File: config.mk
export PLATFORM = sky130hd
export DESIGN_NAME = seq_chunk_adder
export DESIGN_NICKNAME = d
export VERILOG_FILES = /design/src/rtl/seq_adder_pkg.sv /design/src/rtl/chunk_adder.sv /design/src/rtl/seq_chunk_adder.sv
export SDC_FILE = /design/constraint.sdc
export NUM_CORES = 1
export LEC_CHECK = 0
export CAP_MARGIN = 5
export CORE_MARGIN = 2
export CORE_UTILIZATION = 42
export DETAILED_ROUTE_END_ITERATION = 10
export GPL_ROUTABILITY_DRIVEN = 1
export GPL_TIMING_DRIVEN = 0
export HOLD_SLACK_MARGIN = 0.06
export PLACE_DENSITY = 0.63
export SYNTH_ARGS = -nofsm -noshare
export SYNTH_HDL_FRONTEND = slang
export SYNTH_SLANG_ARGS = --single-unit
File: constraint.sdc
create_clock -name clk -period 3.6 [get_ports clk]
set_clock_uncertainty 0.05 [all_clocks]
set_input_delay 0.72 -clock clk [delete_from_list [all_inputs] [get_ports clk]]
set_output_delay 0.72 -clock clk [all_outputs]
set_load 0.1 [all_outputs]
File: src/rtl/seq_adder_pkg.sv
// Shared definitions for the chunked sequential adder: FSM encoding and mode constants.
package seq_adder_pkg;

  typedef enum logic [1:0] {
    IDLE = 2'd0,
    RUN  = 2'd1,
    DONE = 2'd2
  } state_e;

  localparam logic MODE_ADD = 1'b0;
  localparam logic MODE_SUB = 1'b1;

endpackage

File: src/rtl/chunk_adder.sv
// Combinational CHUNK-bit ripple adder built from single-bit full adders;
// also exposes the carry into the MSB so the caller can derive signed overflow.
module one_bit_fa (
  input  logic a,
  input  logic b,
  input  logic ci,
  output logic s,
  output logic co
);
  assign s  = a ^ b ^ ci;
  assign co = (a & b) | (ci & (a ^ b));
endmodule

module chunk_adder #(
  parameter int CHUNK = 4
) (
  input  logic [CHUNK-1:0] a,
  input  logic [CHUNK-1:0] b,
  input  logic             ci,
  output logic [CHUNK-1:0] sum,
  output logic             co,
  output logic             c_msb
);
  logic [CHUNK:0] c;

  assign c[0] = ci;

  for (genvar i = 0; i < CHUNK; i++) begin : g_fa
    one_bit_fa u_fa (
      .a  (a[i]),
      .b  (b[i]),
      .ci (c[i]),
      .s  (sum[i]),
      .co (c[i+1])
    );
  end

  assign co    = c[CHUNK];
  assign c_msb = c[CHUNK-1];
endmodule

File: src/rtl/seq_chunk_adder.sv
// Multi-cycle adder/subtractor: processes CHUNK bits per clock, publishing
// result/cout/ovf only on completion. busy is high in RUN, done pulses in DONE.
// Handshake: start is accepted on a rising edge only when busy=0 (IDLE or DONE);
// done is a one-cycle pulse, and result/cout/ovf hold until the next done.
module seq_chunk_adder
  import seq_adder_pkg::*;
#(
  parameter int WIDTH = 16,
  parameter int CHUNK = 4
) (
  input  logic             clk,
  input  logic             rst,
  input  logic             start,
  input  logic             mode,
  input  logic [WIDTH-1:0] a,
  input  logic [WIDTH-1:0] b,
  output logic [WIDTH-1:0] result,
  output logic             cout,
  output logic             ovf,
  output logic             busy,
  output logic             done,
  output state_e           state_dbg
);
  localparam int NCHUNK = WIDTH / CHUNK;
  localparam int IDX_W  = (NCHUNK > 1) ? $clog2(NCHUNK) : 1;
  localparam logic [IDX_W-1:0] LAST_IDX = IDX_W'(NCHUNK - 1);

  state_e           state;
  logic [IDX_W-1:0] idx;
  logic             carry;
  logic [WIDTH-1:0] a_q;
  logic [WIDTH-1:0] b_q;  // already holds ~b for subtraction
  logic [WIDTH-1:0] partial;
  logic [WIDTH-1:0] next_partial;
  logic [CHUNK-1:0] sum;
  logic             co;
  logic             c_msb;

  chunk_adder #(.CHUNK(CHUNK)) u_chunk (
    .a     (a_q[int'(idx)*CHUNK +: CHUNK]),
    .b     (b_q[int'(idx)*CHUNK +: CHUNK]),
    .ci    (carry),
    .sum   (sum),
    .co    (co),
    .c_msb (c_msb)
  );

  always_comb begin
    next_partial = partial;
    next_partial[int'(idx)*CHUNK +: CHUNK] = sum;
  end

  assign state_dbg = state;

  always_ff @(posedge clk or posedge rst) begin
    if (rst) begin
      state   <= IDLE;
      idx     <= '0;
      carry   <= 1'b0;
      a_q     <= '0;
      b_q     <= '0;
      partial <= '0;
      result  <= '0;
      cout    <= 1'b0;
      ovf     <= 1'b0;
      busy    <= 1'b0;
      done    <= 1'b0;
    end else begin
      case (state)
        IDLE, DONE: begin
          done <= 1'b0;
          if (start) begin
            a_q     <= a;
            b_q     <= (mode == MODE_SUB) ? ~b : b;
            carry   <= (mode == MODE_SUB);
            idx     <= '0;
            partial <= '0;
            busy    <= 1'b1;
            state   <= RUN;
          end else begin
            state <= IDLE;
          end
        end
        RUN: begin
          partial <= next_partial;
          carry   <= co;
          if (idx == LAST_IDX) begin
            // The final chunk holds the word MSB, so its carries give cout/ovf.
            result <= next_partial;
            cout   <= co;
            ovf    <= c_msb ^ co;
            idx    <= '0;
            busy   <= 1'b0;
            done   <= 1'b1;
            state  <= DONE;
          end else begin
            idx <= idx + 1'b1;
          end
        end
        default: begin
          busy  <= 1'b0;
          done  <= 1'b0;
          state <= IDLE;
        end
      endcase
    end
  end
endmodule

==> metrics.md, run 1 <==
| Metric | Value |
|---|---|
| Cell count after synthesis | ~330 |
| Count of state elements after synthesis | 72 |
| Mapped Area | around 3500 sq um |
| Layout net count | ~440 |
| Share of synthesized registers carrying an async set or reset | 100.0% |
| Predominant post-synthesis flop cell | sky130_fd_sc_hd__dfrtp_1 |
| Die Outline Area | about 9100 sq um |
| Clock slew at the register clock pins of the worst setup and hold paths | about 0.070 ns |
| Number of global-route vias before repair | between 2000 and 2500 |
| 1st-pass router iterations | 4 |
| Number of endpoints with negative hold slack in the final report | 0 |
| Largest net degree at the start of global routing | 73 |
| Antenna Violating Nets Remaining | 0 |
| Post-placement setup slack | 0.2394 ns |
| Drt initial violations | just over 80 |
| Unrepaired setup endpoints after global routing | false |
| Number of antenna violations at the first check in global routing | 0 |
| Post-synthesis sequential area ratio | 51.61% |
| Final non-filler cell total | 505 |
| Global-route wire length before repair | approximately 12000 um |
| Gr ovfl total | 0 |
| Cells after DPL | 490 |
| GRT Resource Usage Total | 17.81% |
| Largest cells by area after synthesis | sky130_fd_sc_hd__dfrtp_1 (52%), sky130_fd_sc_hd__nand2_1 (7.2%), sky130_fd_sc_hd__xnor2_1 (4.3%), sky130_fd_sc_hd__mux4_2 (3.9%), sky130_fd_sc_hd__nand2b_1 (3.2%) |
| Detailed-placement wirelength estimate | between 5000 and 6000 um |
| Cts bufs inserted | 9 |
| Hold Buf Count CTS | 0 |
| Final count of negative-setup-slack endpoints | 0 |
| Max-capacitance violation count | 0 |
| Final critical-path required period | around 3.3 ns |
| Synth warn | 0 |
| Cell with the largest stage delay on the worst path | sky130_fd_sc_hd__dfrtp_1 |
| Buffers inserted during post-CTS setup optimization | 0 |
| Result of the run | finished, final reports clean |
| Kind of cell adding the most delay to the critical path | adder cells |
| # H-tree levels | 3 |
| Buffer levels on the longest clock path | 2 |
| Routed wire length | 7345 um |
| Worst hold slack | approximately 0.42 ns |
| Largest incremental delay on the critical path | roughly 0.53 ns |
| Crit end category | flip-flop |
| Count of flip-flops with a built-in enable after synthesis | 0 |
| Root buffer cell | sky130_fd_sc_hd__clkbuf_8 |
| Least setup slack across all paths after layout | around 0.25 ns |
| Antenna diode count | 0 |
| Via count | around 2500 |
| Portion of synthesized cell area occupied by the leading cell type | approximately half |
| Number of placement rows | 33 |
| Element type at the critical path start | flip-flop |
| Busiest layer in global routing | met2 |
| Post-Syn Nets | ~380 |
| Ratio of cells with drive above 1 in the final layout | approximately an eighth |
| Area growth, synth to finish | 25.23% |
| Final period util | roughly 93% |
| Max Transition Viols Final | 0 |
| Source-to-sink clock delay at the later pin of the worst-skew pair | roughly 0.35 ns |
| Total area of multi-input combinational cells | between 1000 and 1500 sq um |
| Series of cell instances along the critical path | buf_6 -> mux4_2 -> inv_1 -> fa_1 -> inv_1 -> fa_1 -> inv_1 -> fa_1 -> inv_1 -> fa_1 -> buf_2 -> a21oi_1 -> a21oi_1 |
| Worst path required time | 3.83 ns |
| Critical Path Fanout Max | 10 |
| Met2 capacity usage during global routing | around 29% |
| Clock tree from TritonCTS | yes |
| Die H | between 90 and 100 um |
| Worst-Margin Slew | just under 1 ns |
| Met1 usage | about a quarter |
| Clk sinks | 72 |
| Library cell with the largest summed area after synthesis | sky130_fd_sc_hd__dfrtp_1 |
| Area taken by flip-flops and latches | between 1500 and 2000 sq um |
| Count of port buffers added during placement | between 50 and 60 |
| Library cell with the highest instance count after synthesis | sky130_fd_sc_hd__dfrtp_1 |
| Routed wire per std cell | between 10 and 15 um |
| Critical Setup Path Class | flip-flop to flip-flop |
| Mean number of vias per cell | 4.984 |
| Count of unresolved DRC violations after routing | 0 |
| Ports placed on the boundary | 58 |
| RePlAce Congestion | approximately 0.77 |
| PostCTS Resize Cnt | 0 |
| Synthesized area per cell | approximately 11 sq um |
| Worst hold path class | flip-flop to flip-flop |
| Worst Path Buf+Inv | 6 |
| Core area | 8134 sq um |
| Layout filler cell count | 767 |
| Met3 track demand over resource in global routing | approximately 3.6% |
| Endpoint arrival time on the critical path | 3.57 ns |
| Slew margin rel. | 33.93% |
| Number of distinct library cells after synthesis | 30 |
| Fmax | 298.9 MHz |
| TNS Setup | 0 ns |
| Die boundary width | 95.17 um |
| Post-synth top cells | sky130_fd_sc_hd__dfrtp_1 (72), sky130_fd_sc_hd__nand2_1 (67), sky130_fd_sc_hd__a21oi_1 (20) |
| Effective utilization at floorplan | 42.92% |
## final cells by class
type,count,share of cell area (%)
clock buffers,11,3.234
inverters,11,1.002
multi-input cells,222,34.29
well taps,105,3.005
flip-flops and latches,72,41.21
clock inverters,4,1.030
repair buffers,56,12.82
plain buffers,24,3.406
## sequential cells by signal, indices dropped and copies added, names as in the netlist
signal	cells
ovf	1
busy	1
cout	1
idx	2
done	1
carry	1
partial	16
state_dbg	1
a_q	16
b_q	16
result	16
## routing by layer
layer  routed length, um  share of wire [%]
met1                3472                 47
met2                3456                 47
met3                 297                4.0
met4                 119                1.6
met5                   0                  0
## worst reg2reg max path, stage by stage, from the launching register on
cell and delay [ns]:
sky130_fd_sc_hd__dfrtp_1 0.53, sky130_fd_sc_hd__buf_6 0.22, sky130_fd_sc_hd__mux4_2 0.51, sky130_fd_sc_hd__inv_1 0.10, sky130_fd_sc_hd__fa_1 0.18, sky130_fd_sc_hd__inv_1 0.05
sky130_fd_sc_hd__fa_1 0.36, sky130_fd_sc_hd__inv_1 0.08, sky130_fd_sc_hd__fa_1 0.21, sky130_fd_sc_hd__inv_1 0.06, sky130_fd_sc_hd__fa_1 0.47, sky130_fd_sc_hd__buf_2 0.21
sky130_fd_sc_hd__a21oi_1 0.10, sky130_fd_sc_hd__a21oi_1 0.14
## layout by cell type (no fill, tap or decap), types with 2 or more instances in the layout
master,n
sky130_fd_sc_hd__dfrtp_1,72
sky130_fd_sc_hd__nand2_1,67
sky130_fd_sc_hd__clkdlybuf4s50_1,56
sky130_fd_sc_hd__a21oi_1,20
sky130_fd_sc_hd__nand2b_1,18
sky130_fd_sc_hd__nor2_1,18
sky130_fd_sc_hd__o21ai_0,18
sky130_fd_sc_hd__xnor2_1,17
sky130_fd_sc_hd__buf_2,13
sky130_fd_sc_hd__inv_1,10
sky130_fd_sc_hd__clkbuf_8,10
sky130_fd_sc_hd__buf_4,9
sky130_fd_sc_hd__a32o_1,8
sky130_fd_sc_hd__a22o_1,8
sky130_fd_sc_hd__nor2b_1,7
sky130_fd_sc_hd__a31oi_1,7
sky130_fd_sc_hd__mux4_2,6
sky130_fd_sc_hd__ha_1,6
sky130_fd_sc_hd__fa_1,4
sky130_fd_sc_hd__and2b_1,3
sky130_fd_sc_hd__clkinv_2,3
sky130_fd_sc_hd__nor4bb_1,2
sky130_fd_sc_hd__o31ai_1,2
sky130_fd_sc_hd__mux2_2,2
sky130_fd_sc_hd__a31oi_2,2
sky130_fd_sc_hd__mux4_1,2
## through the flow
| step | area [sq um] | utilization, % |
|---|---|---|
| finish | 4372 | 53.75 |
| global route | 4372 | 53.75 |
| CTS | 4372 | 53.75 |
| detailed placement | 4185 | 51.45 |
| global placement | 4183 | 51.42 |
| floorplan | 3491 | - |
## path summary, 6_finish.rpt
kind / startpoint / endpoint / slack, ns / cells after the start
max in group asynchronous: rst / b_q[13] / 2.05 / 2
min reg2reg: a_q[2] / a_q[2] / 0.42 / 2
max reg2reg: idx[0] / result[11] / 0.25 / 13
max: idx[0] / result[11] / 0.25 / 13
min in group asynchronous: rst / partial[5] / 0.89 / 2
min: a_q[2] / a_q[2] / 0.42 / 2
## cells by family (layout without fill, tap and decap cells)
family | Yosys count | in the layout | share of synthesized area [%]
AND/OR/NAND/NOR | 119 | 119 | 15.88
adder cells (fa/ha/maj) | 10 | 10 | 4.444
flip-flops | 72 | 72 | 51.61
XOR/XNOR | 17 | 17 | 4.265
multiplexers | 10 | 10 | 6.021
AO/OA/AOI/OAI | 66 | 66 | 12.33
buffers and inverters | 35 | 106 | 5.448
Power of run 1 is left out: the tool's default activity adds up to more than one toggle a clock period on the data nets, which glitch-free logic cannot reach.
==> run 2, diff against run 1 <==
Settings changed: SLEW_MARGIN set to 25.
==> metrics.md, run 2 (synthesized netlist as in run 1, its figures left out) <==
| Metric | Value |
|---|---|
| Result of the run | finished, final reports clean (unchanged) |
| Clk sinks | 72 (unchanged) |
| Mean number of vias per cell | 4.931 (was 4.984) |
| Total cell area at the placement stage | 4205 sq um (was 4185 sq um) |
| Number of endpoints with negative hold slack in the final report | 0 (unchanged) |
| Area of all placed cells without fillers | 4370 sq um (was 4372 sq um) |
| Hold Buf Count CTS | 0 (unchanged) |
| Cells after DPL | 491 (was 490) |
| Effective utilization at floorplan | 42.92% (unchanged) |
| PostCTS Resize Cnt | 0 (unchanged) |
| Cell with the largest stage delay on the worst path | sky130_fd_sc_hd__dfrtp_1 (unchanged) |
| End of the worst hold path | a_q[6] (was a_q[2]) |
| 1st-pass router iterations | 4 (unchanged) |
| Critical Setup Path Class | flip-flop to flip-flop (unchanged) |
| Crit end category | flip-flop (unchanged) |
| Count of unresolved DRC violations after routing | 0 (unchanged) |
| Die H | 95.17 um (unchanged) |
| Critical Path Fanout Max | 10 (unchanged) |
| Buffer levels on the longest clock path | 2 (unchanged) |
| Max Transition Viols Final | 0 (unchanged) |
| Least setup slack across all paths after layout | 0.2616 ns (was 0.2546 ns) |
| Destination of the worst register-to-register timing path | result[15] (was result[11]) |
| Worst hold path class | flip-flop to flip-flop (unchanged) |
| Antenna Violating Nets Remaining | 0 (unchanged) |
| Via count | 2500 (was 2517) |
| Hold path cells | 2 (unchanged) |
| Die boundary width | 95.17 um (unchanged) |
| Layout net count | 443 (was 442) |
| Ports placed on the boundary | 58 (unchanged) |
| Post-placement setup slack | 0.2441 ns (was 0.2394 ns) |
| Clock tree from TritonCTS | yes (unchanged) |
| Commonest cells after routing, fill and taps aside | sky130_fd_sc_hd__dfrtp_1 (72), sky130_fd_sc_hd__nand2_1 (67), sky130_fd_sc_hd__clkdlybuf4s50_1 (56) (unchanged) |
| Endpoint arrival time on the critical path | 3.57 ns (about the same) |
| Antenna diode count | 0 (unchanged) |
| Max-capacitance violation count | 0 (unchanged) |
| Cts bufs inserted | 9 (unchanged) |
| Clock slew at the register clock pins of the worst setup and hold paths | 0.08 ns (was 0.07 ns) |
| Element type at the critical path start | flip-flop (unchanged) |
| Count of port buffers added during placement | 56 (unchanged) |
| Slew margin rel. | 33.90% (was 33.93%) |
| Number of placement rows | 33 (unchanged) |
| Detailed-placement wirelength estimate | 5180 um (was 5102 um) |
| Area growth, synth to finish | 25.20% (was 25.23%) |
| Reg2reg setup slack | 0.26 ns (was 0.25 ns) |
| Startpoint of the worst-slack reg-to-reg timing path | idx[0] (unchanged) |
| Routed wire per std cell | 14.44 um (was 14.54 um) |
| Hold wc startpoint | a_q[6] (was a_q[2]) |
| Largest incremental delay on the critical path | 0.53 ns (about the same) |
| Worst path required time | 3.83 ns (about the same) |
| Worst-Margin Slew | 0.9884 ns (was 0.9880 ns) |
| Final period util | 92.73% (was 92.93%) |
| Worst R2R Path Depth | 13 (unchanged) |
| Kind of cell adding the most delay to the critical path | adder cells (unchanged) |
| Ratio of cells with drive above 1 in the final layout | 12.69% (was 12.50%) |
| Fmax | 299.5 MHz (was 298.9 MHz) |
| RePlAce Congestion | 0.7659 (unchanged) |
| Buffers inserted during post-CTS setup optimization | 0 (unchanged) |
| Number of antenna violations at the first check in global routing | 0 (unchanged) |
| GRT Resource Usage Total | 17.69% (was 17.81%) |
| Share of the core filled with cells in the final layout | 53.73% (was 53.75%) |
| # H-tree levels | 3 (unchanged) |
| Largest net degree at the start of global routing | 42 (was 73) |
| Worst Path Buf+Inv | 6 (unchanged) |
| Core area | 8134 sq um (unchanged) |
| Routed wire length | 7323 um (was 7345 um) |
| Gr ovfl total | 0 (unchanged) |
| Drt initial violations | 70 (was 81) |
| Final critical-path required period | 3.338 ns (was 3.345 ns) |
| Final non-filler cell total | 507 (was 505) |
| Root buffer cell | sky130_fd_sc_hd__clkbuf_8 (unchanged) |
| Die Outline Area | 9056 sq um (unchanged) |
| Number of global-route vias before repair | 2530 (was 2461) |
| Unrepaired setup endpoints after global routing | false (unchanged) |
| Source-to-sink clock delay at the later pin of the worst-skew pair | 0.35 ns (about the same) |
| Series of cell instances along the critical path | buf_6 -> mux4_2 -> inv_1 -> fa_1 -> inv_1 -> fa_1 -> inv_1 -> fa_1 -> inv_1 -> fa_1 -> buf_2 -> a21oi_1 -> a21oi_1 (unchanged) |
| Final count of negative-setup-slack endpoints | 0 (unchanged) |
| Global-route wire length before repair | 12120 um (was 12230 um) |
| Most common cell after layout, fill and taps aside | sky130_fd_sc_hd__dfrtp_1 (unchanged) |
## run 2: changes by cell type in the layout (fill, tap and decap cells not counted), sizes merged
| cell | change |
|---|---|
| buf | +1 |
| bufinv | -1 |
| clkbuf | +1 |
| clkinv | +1 |
## run 2: metrics by stage
stage	hold WS [ns]	TNS, ns
after floorplan	0.3873	0
after global placement	0.4004	-17.57
after detailed placement	0.4086	0
after CTS	0.4262	0
after global routing	0.4493	0
final	0.4205	0
## run 2: layer usage
metal	track usage, %	routed length, um
met4	5.314	82
met3	4.585	316
met2	29.17	3453
met1	22.99	3470
met5	0	0
## run 2: worst reg2reg max path, cell delays in order (launching register included)
cell and delay [ns]:
sky130_fd_sc_hd__dfrtp_1 0.53, sky130_fd_sc_hd__buf_6 0.23, sky130_fd_sc_hd__mux4_2 0.51, sky130_fd_sc_hd__inv_1 0.10, sky130_fd_sc_hd__fa_1 0.17, sky130_fd_sc_hd__inv_1 0.05
sky130_fd_sc_hd__fa_1 0.36, sky130_fd_sc_hd__inv_1 0.08, sky130_fd_sc_hd__fa_1 0.21, sky130_fd_sc_hd__inv_1 0.06, sky130_fd_sc_hd__fa_1 0.48, sky130_fd_sc_hd__buf_2 0.21
sky130_fd_sc_hd__a21oi_1 0.10, sky130_fd_sc_hd__a21oi_1 0.14
## run 2: worst max path at each step
stage	cells after the start	start	slack, ns	end
floorplan	12	idx[0]	0.59	ovf
global placement	2	rst	-0.25	ovf
detailed placement	13	idx[0]	0.24	result[15]
CTS	13	idx[0]	0.24	result[15]
global route	13	idx[0]	0.002	result[11]
finish	13	idx[0]	0.26	result[15]
## run 2: cell type report
class	instances	area, sq um
multi-input cells	222	1499
inverters	11	43.79
clock buffers	12	145.1
well taps	105	131.4
flip-flops and latches	72	1802
repair buffers	57	580.6
fillers	771	3764
clock inverters	4	20.02
plain buffers	24	148.9
Power of run 2 is left out for the same reason.
==> run 3, diff against run 2 <==
Settings changed: PLACE_DENSITY 0.63 to 0.65.
==> metrics.md, run 3 (synthesized netlist as in run 1, its figures left out) <==
| Metric | Value |
|---|---|
| Detailed-placement wirelength estimate | 5077 um (was 5180 um) |
| Max-capacitance violation count | 0 (unchanged) |
| Clk sinks | 72 (unchanged) |
| Worst R2R Path Depth | 13 (unchanged) |
| Destination of the worst register-to-register timing path | result[7] (was result[15]) |
| Commonest cells after routing, fill and taps aside | sky130_fd_sc_hd__dfrtp_1 (71), sky130_fd_sc_hd__nand2_1 (67), sky130_fd_sc_hd__clkdlybuf4s50_1 (56) (was sky130_fd_sc_hd__dfrtp_1 (72), sky130_fd_sc_hd__nand2_1 (67), sky130_fd_sc_hd__clkdlybuf4s50_1 (56)) |
| TNS Setup | 0 ns (unchanged) |
| Worst path required time | 3.82 ns (was 3.83 ns) |
| # H-tree levels | 3 (unchanged) |
| Root buffer cell | sky130_fd_sc_hd__clkbuf_8 (unchanged) |
| Fmax | 303.1 MHz (was 299.5 MHz) |
| Unrepaired setup endpoints after global routing | false (unchanged) |
| Antenna diode count | 0 (unchanged) |
| Element type at the critical path start | flip-flop (unchanged) |
| Ratio of cells with drive above 1 in the final layout | 12.94% (was 12.69%) |
| Ports placed on the boundary | 58 (unchanged) |
| Clock slew at the register clock pins of the worst setup and hold paths | 0.07 ns (was 0.08 ns) |
| Reg2reg setup slack | 0.30 ns (was 0.26 ns) |
| Effective utilization at floorplan | 42.92% (unchanged) |
| Worst-Margin Slew | 0.9852 ns (was 0.9884 ns) |
| Drt initial violations | 71 (was 70) |
| Antenna Violating Nets Remaining | 0 (unchanged) |
| Result of the run | finished, final reports clean (unchanged) |
| Number of global-route vias before repair | 2429 (was 2530) |
| Count of unresolved DRC violations after routing | 0 (unchanged) |
| Routed wire length | 7121 um (was 7323 um) |
| Hold Buf Count CTS | 0 (unchanged) |
| Critical Path Fanout Max | 10 (unchanged) |
| GRT Resource Usage Total | 17.78% (was 17.69%) |
| Global-route wire length before repair | 12150 um (was 12120 um) |
| Crit end category | flip-flop (unchanged) |
| Via count | 2504 (was 2500) |
| Largest net degree at the start of global routing | 42 (unchanged) |
| Buffers inserted during post-CTS setup optimization | 0 (unchanged) |
| Startpoint of the worst-slack reg-to-reg timing path | idx[0] (unchanged) |
| Buffer levels on the longest clock path | 2 (unchanged) |
| Source-to-sink clock delay at the later pin of the worst-skew pair | 0.35 ns (about the same) |
| Count of port buffers added during placement | 56 (unchanged) |
| Endpoint of the most critical setup path | result[7] (was result[15]) |
| Max Transition Viols Final | 0 (unchanged) |
| Final period util | 91.65% (was 92.73%) |
| Die boundary width | 95.17 um (unchanged) |
| Area growth, synth to finish | 27.17% (was 25.20%) |
| Number of antenna violations at the first check in global routing | 0 (unchanged) |
| Number of endpoints with negative hold slack in the final report | 0 (unchanged) |
| RePlAce Congestion | 0.7704 (was 0.7659) |
| Core area | 8134 sq um (unchanged) |
| Cts bufs inserted | 9 (unchanged) |
| Routed wire per std cell | 14.05 um (was 14.44 um) |
| Gr ovfl total | 0 (unchanged) |
| Hold wc startpoint | a_q[12] (was a_q[6]) |
| Final count of negative-setup-slack endpoints | 0 (unchanged) |
| Layout net count | 443 (unchanged) |
| Worst hold path class | flip-flop to flip-flop (unchanged) |
| 1st-pass router iterations | 4 (unchanged) |
| Slew margin rel. | 34.12% (was 33.90%) |
| Number of placement rows | 33 (unchanged) |
| Worst setup startpoint | idx[0] (unchanged) |
| Critical Setup Path Class | flip-flop to flip-flop (unchanged) |
| Die Outline Area | 9056 sq um (unchanged) |
| Final critical-path required period | 3.299 ns (was 3.338 ns) |
| Endpoint arrival time on the critical path | 3.52 ns (was 3.57 ns) |
| Cells after DPL | 491 (unchanged) |
| Layout filler cell count | 730 (was 771) |
| Clock tree from TritonCTS | yes (unchanged) |
| Mean number of vias per cell | 4.939 (was 4.931) |
| Die H | 95.17 um (unchanged) |
| Most common cell after layout, fill and taps aside | sky130_fd_sc_hd__dfrtp_1 (unchanged) |
| Final non-filler cell total | 507 (unchanged) |
run 3: cell count changes in the layout (fill, tap and decap cells not counted), sizes merged:
cell	delta
clkbuf	+2
bufinv	+2
clkinv	-4
run 3: stage by stage:
step	cell area, sq um	worst slack [ns]	hold slack [ns]	utilization (%)
floorplan	3491	0.5856	0.3873	-
finish	4439	0.3006	0.4237	54.58
global route	4439	0.09527	0.4481	54.58
CTS	4438	0.1676	0.4290	54.56
global placement	4183	-0.2185	0.3998	51.42
detailed placement	4205	0.1809	0.4103	51.70
run 3: final cells by class:
class	instances	area (sq um)	share of cell area (%)
clock buffers	14	172.7	3.890
clock inverters	2	60.06	1.353
flip-flops and latches	72	1803	40.61
inverters	11	43.79	0.9865
repair buffers	57	580.6	13.08
plain buffers	24	148.9	3.354
multi-input cells	222	1499	33.77
well taps	105	131.4	2.959
run 3: per-layer routing:
layer  track usage (%)  vias up  routed length (um)
met4             5.797        0                  95
met2             28.87       54                3473
met1             23.37     1192                3256
li1                  -     1247                   -
met5                 0        -                   0
met3             4.506       11                 295
run 3: worst min path at each step:
stage                          to  depth (start not counted)  slack (ns)
after floorplan            a_q[6]                          2        0.39
after global routing       b_q[8]                          2        0.45
final                     a_q[12]                          2        0.42
after detailed placement  a_q[13]                          2        0.41
after CTS                  a_q[6]                          2        0.43
after global placement     a_q[2]                          2        0.40
run 3: what timing repair did:
action	4_1_cts	5_1_grt
resized for setup	0	1
endpoints found under the setup margin	0	1
hold endpoints to repair	0	0
run 3: worst max-delay path, cell delays in order (launching register included):
cell and delay (ns):
sky130_fd_sc_hd__dfrtp_2 0.47, sky130_fd_sc_hd__buf_6 0.21, sky130_fd_sc_hd__mux4_2 0.52, sky130_fd_sc_hd__inv_1 0.11, sky130_fd_sc_hd__fa_1 0.19, sky130_fd_sc_hd__inv_1 0.06
sky130_fd_sc_hd__fa_1 0.36, sky130_fd_sc_hd__inv_1 0.08, sky130_fd_sc_hd__fa_1 0.20, sky130_fd_sc_hd__inv_1 0.06, sky130_fd_sc_hd__fa_1 0.47, sky130_fd_sc_hd__buf_2 0.21
sky130_fd_sc_hd__a21oi_1 0.09, sky130_fd_sc_hd__a21oi_1 0.16
Power of run 3 is left out for the same reason.
==> RTL edit, RTL diff (flow settings as in run 2) <==
`CHUNK` is set to 4 in 2 places; all go to 8.
--- a/src/rtl/chunk_adder.sv
+++ b/src/rtl/chunk_adder.sv
@@ -14,3 +14,3 @@
 module chunk_adder #(
-  parameter int CHUNK = 4
+  parameter int CHUNK = 8
 ) (
--- a/src/rtl/seq_chunk_adder.sv
+++ b/src/rtl/seq_chunk_adder.sv
@@ -8,3 +8,3 @@
   parameter int WIDTH = 16,
-  parameter int CHUNK = 4
+  parameter int CHUNK = 8
 ) (
Formal check against the unedited RTL: not equivalent (Yosys sat finds a counterexample within 4 cycles, from zero or initial values and one cycle with rst high).
==> RTL edit against run 2 <==
The run now ends with setup timing left. Area after synthesis is 16% lower. Count of clock-buffer cells in the layout unchanged. Sequential cell count fell by 9. Setup slack got worse by 0.38 ns. Routed wire length is 22% lower. Global-route usage fell by 0.91 points. Cell area is 10% lower.
Power is not shown: default switching activity piles up to over one toggle a cycle in this logic, so the estimate is an artifact.
==> RTL edit: results (changes against run 2) <==
- Status: finished, violations left
- Failing checks: setup timing
- Worst Path Max Fanout: 5 (-5)
- Adder-cell share of the synthesized area: 5.46% (+1.0 points)
- Via Count: 1837 (-27%)
- Total GRT Usage: 16.8% (-0.91 points)
- Final WS setup: -0.116 ns (-0.377 ns)
- Fillers: 597 (-23%)
- First-pass GRT wire length: 9670 microns (-20%)
- Seq/Total Area, Yosys: 53.7% (+2.1 points)
- Met1 GRT Util: 23.0% (about the same)
- Initial DRC Count: 46 (-34%)
- Setup_tns: -0.534 ns (-0.534 ns)
- Final Setup Violations: 5 (+5)
- Post-synth top cells: dfrtp_1, nand2_1, o21ai_0, mux2_4, xnor2_1
- Nets: 338 (-24%)
- M3 GR Usage: 2.54% (-2.0 points)
- Critical Path Slowest Stage Cell: fa_2
- Xor and xnor area share after synthesis: 5.07% (+0.81 points)
- Share of layout cells above drive strength 1: 27.5% (+15 points)
- Synth area leaders: dfrtp_1, mux2_4, fa_1
- Via-to-Cell Ratio: 4.66 (-5.4%)
- M2 GR Usage: 26.6% (-2.6 points)
- Avg Synthesized Cell Area: 13.2 sq um (+25%)
- Largest net degree at the start of global routing: 47 (+12%)
- Syn_nets: 266 (-29%)
- WL/cell: 14.5 microns (+0.42%)
-- RTL edit: cell count changes after synthesis, sizes merged, moves of 11 or more --
cell	change
a21oi	-18
nor2	-16
mux2i	+12
mux2	+28
nand2b	-17
buf	-11
nand2	-41
-- RTL edit: stage by stage --
| step | cell area [sq um] | setup slack [ns] | utilization (%) |
|---|---|---|---|
| floorplan | 2970 | -0.183 | - |
| global placement | 3650 | -0.435 | 53.7 |
| detailed placement | 3680 | -0.440 | 54.1 |
| CTS | 3940 | -0.199 | 58.0 |
| global route | 3930 | -0.225 | 57.9 |
| finish | 3930 | -0.116 | 57.9 |
-- RTL edit: path summary, 6_finish.rpt --
kind                            startpoint    endpoint  slack, ns  depth (start not counted)
worst min-delay path                b_q[6]      b_q[6]       0.43                          2
min in group asynchronous              rst  result[10]       0.62                          2
worst max-delay path                   idx  partial[7]      -0.12                         12
worst max register to register         idx  partial[7]      -0.12                         12
worst min register to register      b_q[6]      b_q[6]       0.43                          2
max in group asynchronous              rst         idx       2.38                          3
-- RTL edit: what timing repair did --
item / 4_1_cts / 5_1_grt
gates cloned: 0 / 0
endpoints found under the setup margin: 8 / 7
buffers inserted: 6 / 0
pin swaps: 3 / 1
resized for setup: 3 / 2
-- RTL edit: layout make-up --
class	instances	area [sq um]	share of cell area, %
tap	96	120	3.05
sequential	63	1580	40.1
timing repair buffer	63	633	16.1
multi-input combinational	136	1240	31.6
inverter	8	32.5	0.827
clock inverter	3	65.1	1.65
buffer	13	97.6	2.48
clock buffer	12	165	4.20
-- RTL edit: tightest hold or removal path, stage by stage, from the launching register on --
cell	delay, ns
dfrtp_1	0.34
nand2_1	0.05
o21ai_0	0.06
-- RTL edit: cells by family after synthesis --
group,count (synthesis)
muxes,42
xor gates and xnor gates,17
adders and majority gates,8
buffers and inverters,23
DFF,63
AOI/OAI and AO/OA,37
and+or+nand+nor,32
-- RTL edit: routing by layer --
metal | wire, microns | vias to the layer above | share of wire, %
met4 | 102 | 0 | 1.8
met3 | 175 | 9 | 3.1
li1 | - | 894 | -
met5 | 0 | - | 0
met2 | 2800 | 41 | 49
met1 | 2630 | 893 | 46
